==> config.mk <==
export PLATFORM = sky130hd
export DESIGN_NAME = note_track_scroller
export DESIGN_NICKNAME = d
export VERILOG_FILES = /design/src/rtl/note_track_scroller_pkg.sv /design/src/rtl/note_track_scroller_slot.sv /design/src/rtl/note_track_scroller.sv
export SDC_FILE = /design/constraint.sdc
export NUM_CORES = 1
export LEC_CHECK = 0
export CAP_MARGIN = 10
export CORE_ASPECT_RATIO = 1.5
export CORE_MARGIN = 1
export CORE_UTILIZATION = 53
export CTS_CLUSTER_SIZE = 28
export DETAILED_ROUTE_END_ITERATION = 6
export HOLD_SLACK_MARGIN = 0.1
export PLACE_DENSITY = 0.79
export SLEW_MARGIN = 20
export SYNTH_ARGS = -nofsm -noshare
export SYNTH_HDL_FRONTEND = slang
export SYNTH_HIERARCHICAL = 1
export SYNTH_SLANG_ARGS = --single-unit
==> constraint.sdc <==
create_clock -name pixel_clk -period 16.25 [get_ports pixel_clk]
set_input_delay 3.25 -clock pixel_clk [delete_from_list [all_inputs] [get_ports pixel_clk]]
set_output_delay 3.25 -clock pixel_clk [all_outputs]
set_load 0.05 [all_outputs]
==> src/rtl/note_track_scroller_pkg.sv <==
// Shared definitions for the note track scroller.
// Holds the lane/x/y field widths, the default geometry of the note
// track, and the lane-to-x mapping used both when a note is placed and
// when a player strike is matched against a slot's lane.
package note_track_scroller_pkg;

  localparam int LANE_W = 3;
  localparam int X_W    = 11;
  localparam int Y_W    = 10;

  localparam int DEF_LANES      = 5;
  localparam int DEF_LANE_X0    = 100;
  localparam int DEF_LANE_PITCH = 80;
  localparam int DEF_TOP_Y      = 0;
  localparam int DEF_BOTTOM_Y   = 700;
  localparam int DEF_HIT_LO     = 560;
  localparam int DEF_HIT_HI     = 640;

  // Out-of-range lanes are folded onto the last lane so a bad request
  // still lands somewhere visible instead of off the right edge.
  function automatic logic [X_W-1:0] lane_to_x(
    input logic [LANE_W-1:0] lane,
    input int                lanes,
    input int                x0,
    input int                pitch
  );
    logic [LANE_W-1:0] l;
    l = (int'(lane) >= lanes) ? LANE_W'(lanes - 1) : lane;
    return X_W'(x0) + X_W'(l) * X_W'(pitch);
  endfunction

endpackage

==> src/rtl/note_track_scroller_slot.sv <==
// note_slot: one falling-note register.
// Ports:
//   pixel_clk, reset : clock, asynchronous active-high reset
//   alloc, lane      : load a new note at TOP_Y in the given lane
//   advance, speed   : move the note down by speed pixels
//   clear            : retire the note as a hit (overrides advance)
//   active, x, y     : registered slot state
//   retire           : combinational, note falls off the bottom this cycle
module note_slot
  import note_track_scroller_pkg::*;
#(
  parameter int LANES      = DEF_LANES,
  parameter int LANE_X0    = DEF_LANE_X0,
  parameter int LANE_PITCH = DEF_LANE_PITCH,
  parameter int TOP_Y      = DEF_TOP_Y,
  parameter int BOTTOM_Y   = DEF_BOTTOM_Y
) (
  input  logic              pixel_clk,
  input  logic              reset,
  input  logic              alloc,
  input  logic [LANE_W-1:0] lane,
  input  logic              advance,
  input  logic [3:0]        speed,
  input  logic              clear,
  output logic              active,
  output logic [X_W-1:0]    x,
  output logic [Y_W-1:0]    y,
  output logic              retire
);

  logic           active_q, active_d;
  logic [X_W-1:0] x_q, x_d;
  logic [Y_W-1:0] y_q, y_d;
  logic [X_W-1:0] y_sum;

  always_comb begin
    // One bit of headroom so the bottom-edge compare sees the true sum.
    y_sum    = {1'b0, y_q} + X_W'(speed);
    active_d = active_q;
    x_d      = x_q;
    y_d      = y_q;
    retire   = 1'b0;
    if (clear) begin
      active_d = 1'b0;
      x_d      = '0;
      y_d      = '0;
    end else if (alloc) begin
      active_d = 1'b1;
      x_d      = lane_to_x(lane, LANES, LANE_X0, LANE_PITCH);
      y_d      = Y_W'(TOP_Y);
    end else if (advance && active_q) begin
      if (y_sum >= X_W'(BOTTOM_Y)) begin
        active_d = 1'b0;
        x_d      = '0;
        y_d      = '0;
        retire   = 1'b1;
      end else begin
        y_d = y_sum[Y_W-1:0];
      end
    end
  end

  always_ff @(posedge pixel_clk or posedge reset) begin
    if (reset) begin
      active_q <= 1'b0;
      x_q      <= '0;
      y_q      <= '0;
    end else begin
      active_q <= active_d;
      x_q      <= x_d;
      y_q      <= y_d;
    end
  end

  assign active = active_q;
  assign x      = x_q;
  assign y      = y_q;

endmodule

==> src/rtl/note_track_scroller.sv <==
// note_track_scroller: holds MAX_NOTES falling notes and publishes their
// screen origins for the sprite renderers.
// Ports:
//   pixel_clk, reset         : clock, asynchronous active-high reset
//   frame_tick, speed, pause : per-frame advance control
//   note_valid/lane/ready    : new-note handshake (ready from slot state)
//   hit_valid, hit_lane      : player strike
//   hit_ok, hit_bad, miss    : registered one-cycle result pulses
//   slot_active/x/y          : packed per-slot state, slot i in the i-th field
module note_track_scroller
  import note_track_scroller_pkg::*;
#(
  parameter int MAX_NOTES  = 4,
  parameter int LANES      = DEF_LANES,
  parameter int LANE_X0    = DEF_LANE_X0,
  parameter int LANE_PITCH = DEF_LANE_PITCH,
  parameter int TOP_Y      = DEF_TOP_Y,
  parameter int BOTTOM_Y   = DEF_BOTTOM_Y,
  parameter int HIT_LO     = DEF_HIT_LO,
  parameter int HIT_HI     = DEF_HIT_HI
) (
  input  logic                     pixel_clk,
  input  logic                     reset,
  input  logic                     frame_tick,
  input  logic [3:0]               speed,
  input  logic                     pause,
  input  logic                     note_valid,
  input  logic [LANE_W-1:0]        note_lane,
  output logic                     note_ready,
  input  logic                     hit_valid,
  input  logic [LANE_W-1:0]        hit_lane,
  output logic                     hit_ok,
  output logic                     hit_bad,
  output logic                     miss,
  output logic [MAX_NOTES-1:0]     slot_active,
  output logic [X_W*MAX_NOTES-1:0] slot_x,
  output logic [Y_W*MAX_NOTES-1:0] slot_y
);

  logic [MAX_NOTES-1:0] active;
  logic [MAX_NOTES-1:0] alloc;
  logic [MAX_NOTES-1:0] clear;
  logic [MAX_NOTES-1:0] retire;
  logic [X_W-1:0]       x_arr [MAX_NOTES];
  logic [Y_W-1:0]       y_arr [MAX_NOTES];
  logic                 advance;

  logic                 free_found;
  logic [X_W-1:0]       hit_x;
  logic                 hit_found;
  logic [Y_W-1:0]       best_y;
  logic [MAX_NOTES-1:0] hit_sel;

  logic hit_ok_q, hit_ok_d;
  logic hit_bad_q, hit_bad_d;
  logic miss_q, miss_d;

  assign advance    = frame_tick & ~pause;
  // Registered slot state only, so a slot freed this cycle is reused next cycle.
  assign note_ready = |(~active);

  // Lowest-index free slot takes the new note.
  always_comb begin
    alloc      = '0;
    free_found = 1'b0;
    for (int i = 0; i < MAX_NOTES; i++) begin
      if (!free_found && !active[i]) begin
        alloc[i]   = note_valid;
        free_found = 1'b1;
      end
    end
  end

  // Lanes are matched by x origin, which is unique per lane. Ascending scan
  // with a strict compare keeps the lowest index on equal y.
  always_comb begin
    hit_x     = lane_to_x(hit_lane, LANES, LANE_X0, LANE_PITCH);
    hit_found = 1'b0;
    best_y    = '0;
    hit_sel   = '0;
    for (int i = 0; i < MAX_NOTES; i++) begin
      if (active[i] && (x_arr[i] == hit_x) &&
          (y_arr[i] >= Y_W'(HIT_LO)) && (y_arr[i] <= Y_W'(HIT_HI)) &&
          (!hit_found || (y_arr[i] > best_y))) begin
        hit_found  = 1'b1;
        best_y     = y_arr[i];
        hit_sel    = '0;
        hit_sel[i] = 1'b1;
      end
    end
    clear = hit_valid ? hit_sel : '0;
  end

  for (genvar g = 0; g < MAX_NOTES; g++) begin : g_slot
    note_slot #(
      .LANES      (LANES),
      .LANE_X0    (LANE_X0),
      .LANE_PITCH (LANE_PITCH),
      .TOP_Y      (TOP_Y),
      .BOTTOM_Y   (BOTTOM_Y)
    ) u_slot (
      .pixel_clk (pixel_clk),
      .reset     (reset),
      .alloc     (alloc[g]),
      .lane      (note_lane),
      .advance   (advance),
      .speed     (speed),
      .clear     (clear[g]),
      .active    (active[g]),
      .x         (x_arr[g]),
      .y         (y_arr[g]),
      .retire    (retire[g])
    );
    assign slot_x[g*X_W +: X_W] = x_arr[g];
    assign slot_y[g*Y_W +: Y_W] = y_arr[g];
  end

  always_comb begin
    hit_ok_d  = hit_valid & hit_found;
    hit_bad_d = hit_valid & ~hit_found;
    miss_d    = |retire;
  end

  always_ff @(posedge pixel_clk or posedge reset) begin
    if (reset) begin
      hit_ok_q  <= 1'b0;
      hit_bad_q <= 1'b0;
      miss_q    <= 1'b0;
    end else begin
      hit_ok_q  <= hit_ok_d;
      hit_bad_q <= hit_bad_d;
      miss_q    <= miss_d;
    end
  end

  assign hit_ok      = hit_ok_q;
  assign hit_bad     = hit_bad_q;
  assign miss        = miss_q;
  assign slot_active = active;

endmodule

== Word level (Yosys, flattened, before mapping) ==
Cells that the tools add are included.
Word-level totals
  bits in registers: 91
  output and inout bits: 92
  logic and storage cells: 182
Operators by class
  add/subtract/negate cells: 6
  multiply operators: 2
  $lt $le $gt $ge: 17
  eq/ne operators: 4
  mux-type cells: 85
  bitwise operators: 6
  reduce and logical (&&, ||, !) cells: 47
Operators with widths (number)
  two-way mux 10 bit: 19
  two-way mux 11 bit: 16
  adder 10 x 4 -> 11 bit: 4
  == test 11 bit: 4
  greater-or-equal comparator 11 x 10 -> 1 bit, second input constant: 4
  two-way mux 1 bit: 44
  greater-or-equal comparator 10 bit, second input constant: 4
  less-or-equal comparator 10 bit, second input constant: 4
  greater-than comparator 10 bit: 3
  nonzero test 3 bit: 8
  adder 7 x 10 -> 11 bit, first input constant: 2
  logical AND 1 bit: 22
  two-way mux 4 bit: 4
  multiplier 3 x 3 -> 6 bit, second input constant: 2
  zero test 1 bit: 8
  AND reduction 2 bit: 4
  OR reduction 4 bit: 2
  greater-or-equal comparator 3 bit, second input constant: 2
  two-way mux 3 bit: 2
  inverter 4 bit: 1
  bitwise AND 1 bit: 3
  logical OR 1 bit: 3
  inverter 1 bit: 2

== Longest topological paths before layout ==
  depth after elaboration: 24
  gate-level depth with buffers: 47

== Hierarchy ==
Netlist, hierarchy kept.
Modules (own cells, without submodules)
  note_slot at g_slot[1].u_slot ...: instances 3, cells each 148, area an instance 1281.2 um^2
  note_track_scroller: instances 1, cells each 265, area an instance 2068.2 um^2
  note_slot at g_slot[0].u_slot: instances 1, cells each 148, area an instance 1285.0 um^2

== Worst setup path before layout ==
OpenSTA, ideal clock, no wires.
  path kind: input to register
  from: input hit_lane[0]
  to: register miss_q (netlist: miss)
  data arrival time: 11114 ps
  data required time: 16111 ps
  slack: 4997 ps
  stages on the path: 45
  buffers on the path: 7
  path through: clkbuf_1 nor2b_1 ha_1 ha_1 ha_1 nand3b_1 xor2_1 xor2_1 and2_4 and2_1 buf_6 inv_2 buf_2 ha_1 nand4_1 nor3_1 a221oi_1 a32o_1 [9 not listed] a31oi_1 o21ai_2 buf_8 mux2i_1 ha_1 a21o_1 a21o_1 a21oi_1 o211ai_1 nand2_1 o31a_1 o2111a_1 clkbuf_1 nor2_1 and2_1 buf_1 and2_1 or4_1
On the way
  word-level cells in the longest chain between the ends: 24
RTL lines
  start, declared: line note_track_scroller.sv:31  | input logic [LANE_W-1:0] hit_lane,
  greater-or-equal comparator 3 bit: line note_track_scroller_pkg.sv:28  | l = (int'(lane) >= lanes) ? LANE_W'(lanes - 1) : lane;
  two-way mux 3 bit (*): line note_track_scroller_pkg.sv:28
  multiplier 3 x 3 -> 6 bit (*): line note_track_scroller_pkg.sv:29  | return X_W'(x0) + X_W'(l) * X_W'(pitch);
  adder 7 x 10 -> 11 bit (*): line note_track_scroller_pkg.sv:29
  == test 11 bit: line note_track_scroller.sv:82  | if (active[i] && (x_arr[i] == hit_x) &&
  logical AND 1 bit (2 in series): line note_track_scroller.sv:82
  logical AND 1 bit: line note_track_scroller.sv:83  | (y_arr[i] >= Y_W'(HIT_LO)) && (y_arr[i] <= Y_W'(HIT_HI)) &&
  two-way mux 10 bit / two-way mux 1 bit (equally long branches): line note_track_scroller.sv:82
  [10 not listed]
  logical AND 1 bit: line note_track_scroller.sv:83
  two-way mux 4 bit (*): line note_track_scroller.sv:82
  two-way mux 4 bit (*): line note_track_scroller.sv:91  | clear = hit_valid ? hit_sel : '0;
  named net clear[1]: line note_track_scroller.sv:42  | logic [MAX_NOTES-1:0] clear;
  two-way mux 1 bit (*): line note_track_scroller_slot.sv:43  | if (clear) begin
  named net retire[1]: line note_track_scroller.sv:43  | logic [MAX_NOTES-1:0] retire;
  OR reduction 4 bit (*): line note_track_scroller.sv:121  | miss_d = |retire;
  named net miss_d: line note_track_scroller.sv:56  | logic miss_q, miss_d;
  end signal, assigned: line note_track_scroller.sv:132  | miss_q <= miss_d;
  end, declared: line note_track_scroller.sv:56
The timed path passes the listed nets; every way through them passes the cells marked *.
A chain may end at the register's enable or synchronous reset.

== Worst setup path after layout ==
  from: input hit_lane[2]
  to: register miss_q (netlist: miss)
The elaborated chain is that of the path after synthesis.

==> flow_metrics.py <==
metrics = {
    "outcome": {
        "status": "finished clean",
    },
    "cts": {
        "clockBufferDepth": 2,
        "cts-buffers-inserted": 9,
        "post_cts_buffers": 0,
        "clock-sinks": 75,
        "h-tree-depth": 3,
        "cts_tree": "yes",
        "clkTransAtPathRegs_ps": 60,
        "post_cts_resized": 0,
        "cts_root_buf": "clkbuf_16",
        "cts_hold_buf": 0,
        "insertion_delay_ps": 340,
    },
    "route": {
        "drt_first_pass_iters": 5,
        "drt_wl_total_mm": 21.41,
        "ant_nets": 0,
        "vias_per_cell": 6.348,
        "initialDrtViolationCount": 475,
        "drc": 0,
        "num_vias": 6888,
        "wl_per_cell_um": 19.73,
    },
    "floorplan": {
        "row_count": 51,
        "die_y_um": 144.7,
        "die_x_um": 97.15,
        "die_area_um2": 14060,
        "coreArea_um2": 13150,
        "start_util_pct": 54.75,
        "io-pin-count": 108,
    },
    "final_layout": {
        "multi_input_area_um2": 4830,
        "n_fill_cell": 1124,
        "diodes": 0,
        "utilization_pct": 63.41,
        "nets": 1013,
        "area_delta_synth_final_pct": 15.82,
        "seqCellArea_um2": 1877,
        "drive_above_1_share_pct": 5.940,
    },
    "logic_synthesis": {
        "ys_seq_area_share_pct": 26.08,
        "synth_area_per_cell_um2": 8.398,
        "async_flop_share_pct": 100.0,
        "synth.top_cell.area_share_pct": 26.08,
        "synth_edf_count": 0,
        "ys_ff_latch": 75,
        "synth_cell_type_count": 81,
        "netlist_top_cells_count": "nand2_1 (116), dfrtp_1 (75), o21ai_0 (67), ha_1 (66), inv_1 (49)",
        "yosysMostFrequentCell": "nand2_1",
        "yosysWarnings": 6,
        "yosys-top-cells-area": "dfrtp_1 (26%), ha_1 (11%), nand2_1 (6.1%)",
        "syn_inst": 857,
        "syn_area_um2": 7197,
        "synth_top_cell_by_area": "dfrtp_1",
        "synthFlopType": "dfrtp_1",
    },
    "critical_path": {
        "worstPathRequired_ps": 16460,
        "startpoint": "hit_lane[2]",
        "cp.arrival_ps": 13050,
        "endpoint_kind": "flop",
        "reg2reg_depth": 33,
        "cp_slowest_cell": "nor3_1",
        "worstSetupPathType": "primary input to flop",
        "reg2reg_from": "g_slot[0].u_slot/y[4]",
        "path_max_fanout": 11,
        "r2r-end": "miss",
        "reg2reg_slack_ps": 7560,
        "start_kind": "primary input",
        "cp_slowest_stage_delay_ps": 750,
    },
    "timing": {
        "final.setup.tns_ps": 0,
        "period_share_pct": 79.02,
        "final-hold-violation-count": 0,
        "timing.final.ws_setup_ps": 3409,
        "setup_viol": 0,
        "slew_viol_final": 0,
        "relSlewSlack_pct": 35.66,
        "fmax_ghz": 0.07787,
        "tightest_slew_ps": 957.8,
        "fin_skew_ps": 6.323,
        "rsz0062_at_grt": "false",
        "hold_ws_ps": 595.3,
        "fin_crit_ps": 12840,
    },
    "hold_path": {
        "worstHoldStart": "g_slot[3].u_slot/y[0]",
        "holdCritPathClass": "flop to flop",
        "min_to": "g_slot[3].u_slot/y[0]",
        "min_path_cells": 2,
    },
    "power": {
        "ir_drop_uv": 80.98,
        "cellPowerDensity_nw_per_um2": 155.4,
        "p_leak_nw": 3.644,
    },
    "placement": {
        "hpwl_mm": 16.05,
        "gp_routability_congestion": 0.9169,
        "port_buffers": 95,
        "post-place-ws_ps": 3253,
    },
    "global_route": {
        "grt-ovfl-total": 0,
        "grt_antenna_before_repair": 0,
        "grt_pass1_wl_mm": 34.20,
        "grt_pass1_vias": 6522,
        "grt_max_degree": 19,
        "track_usage_pct": 30.97,
    },
    "run": {
        "max-cap-violations": 0,
    },
}
-- final cells by class --
type | count | area share (%)
Timing Repair Buffer | 99 | 11.77
Inverter | 50 | 2.252
Tap cell | 159 | 2.387
Clock inverter | 3 | 0.1801
Sequential cell | 75 | 22.52
Multi-Input combinational cell | 687 | 57.94
Clock buffer | 12 | 2.957
-- through the flow --
| stage | std cells | area [um^2] | power [mW] |
|---|---|---|---|
| 2_1_floorplan | 867 | 7234 | 0.8841 |
| 3_3_place_gp | 1070 | 8074 | 1.090 |
| 3_5_place_dp | 1070 | 8074 | 1.100 |
| 4_1_cts | 1085 | 8335 | 1.291 |
| 5_1_grt | 1085 | 8335 | 1.378 |
| 6_report | 1085 | 8335 | 1.295 |
-- cells in the final DEF, fill, tap and decap left out, drive strengths merged, types with 10 or more instances in the layout --
cell	instances
inv	50
conb	15
nor2b	13
xor2	23
xnor2	18
nand2	119
o21ai	79
and2	14
nand2b	10
clkbuf	12
o32ai	12
nor4	12
nor2	41
ha	66
nor3	31
nand3	23
clkdlybuf4s50	95
a21oi	28
a22oi	21
nand4	17
dfrtp	75
-- layer usage --
layer	global-route usage, %	wire length, um
met1	37.78	8682
met2	53.85	10540
met3	4.323	1332
met4	15.16	852
met5	0	0
-- worst max-delay path, delay by kind of cell --
kind | cells | cell delay (ps)
simple gates | 16 | 4310
fa+ha+maj | 4 | 1650
mux | 1 | 190
buf+inv | 4 | 1010
compound gates | 12 | 2480
xor+xnor | 1 | 160
-- worst max path at each step --
stage            to  depth (start not counted)  slack (ps)
3_3_place_gp   miss                         38        3540
2_1_floorplan  miss                         45        5000
4_1_cts        miss                         38        3600
6_report       miss                         38        3410
5_1_grt        miss                         38        2500
3_5_place_dp   miss                         38        3250
-- logic make-up after synthesis --
group                    count (synthesis)  share of synthesized area, %
flip-flops                              75                         26.08
other                                    5                        0.2608
XOR/XNOR                                42                         5.372
adder cells (fa/ha/maj)                 75                         13.98
AO/OA/AOI/OAI                          228                         23.35
AND/OR/NAND/NOR                        315                         21.82
buffers and inverters                  105                         7.336
multiplexers                            12                         1.808
-- power by group --
part / internal (mW) / switching [mW] / leakage [nW] / total [mW]
Clock: 0.106 / 0.0783 / 0.132 / 0.184
Sequential: 0.231 / 0.136 / 0.828 / 0.367
Combinational: 0.284 / 0.459 / 2.68 / 0.743
-- state kept, by name (all words and copies together), names as in the netlist --
name             cells
g_slot.u_slot/y     40
g_slot.u_slot/x     32
hit_bad              1
hit_ok               1
miss                 1
Note: power is estimated with default switching activity, not from simulation.
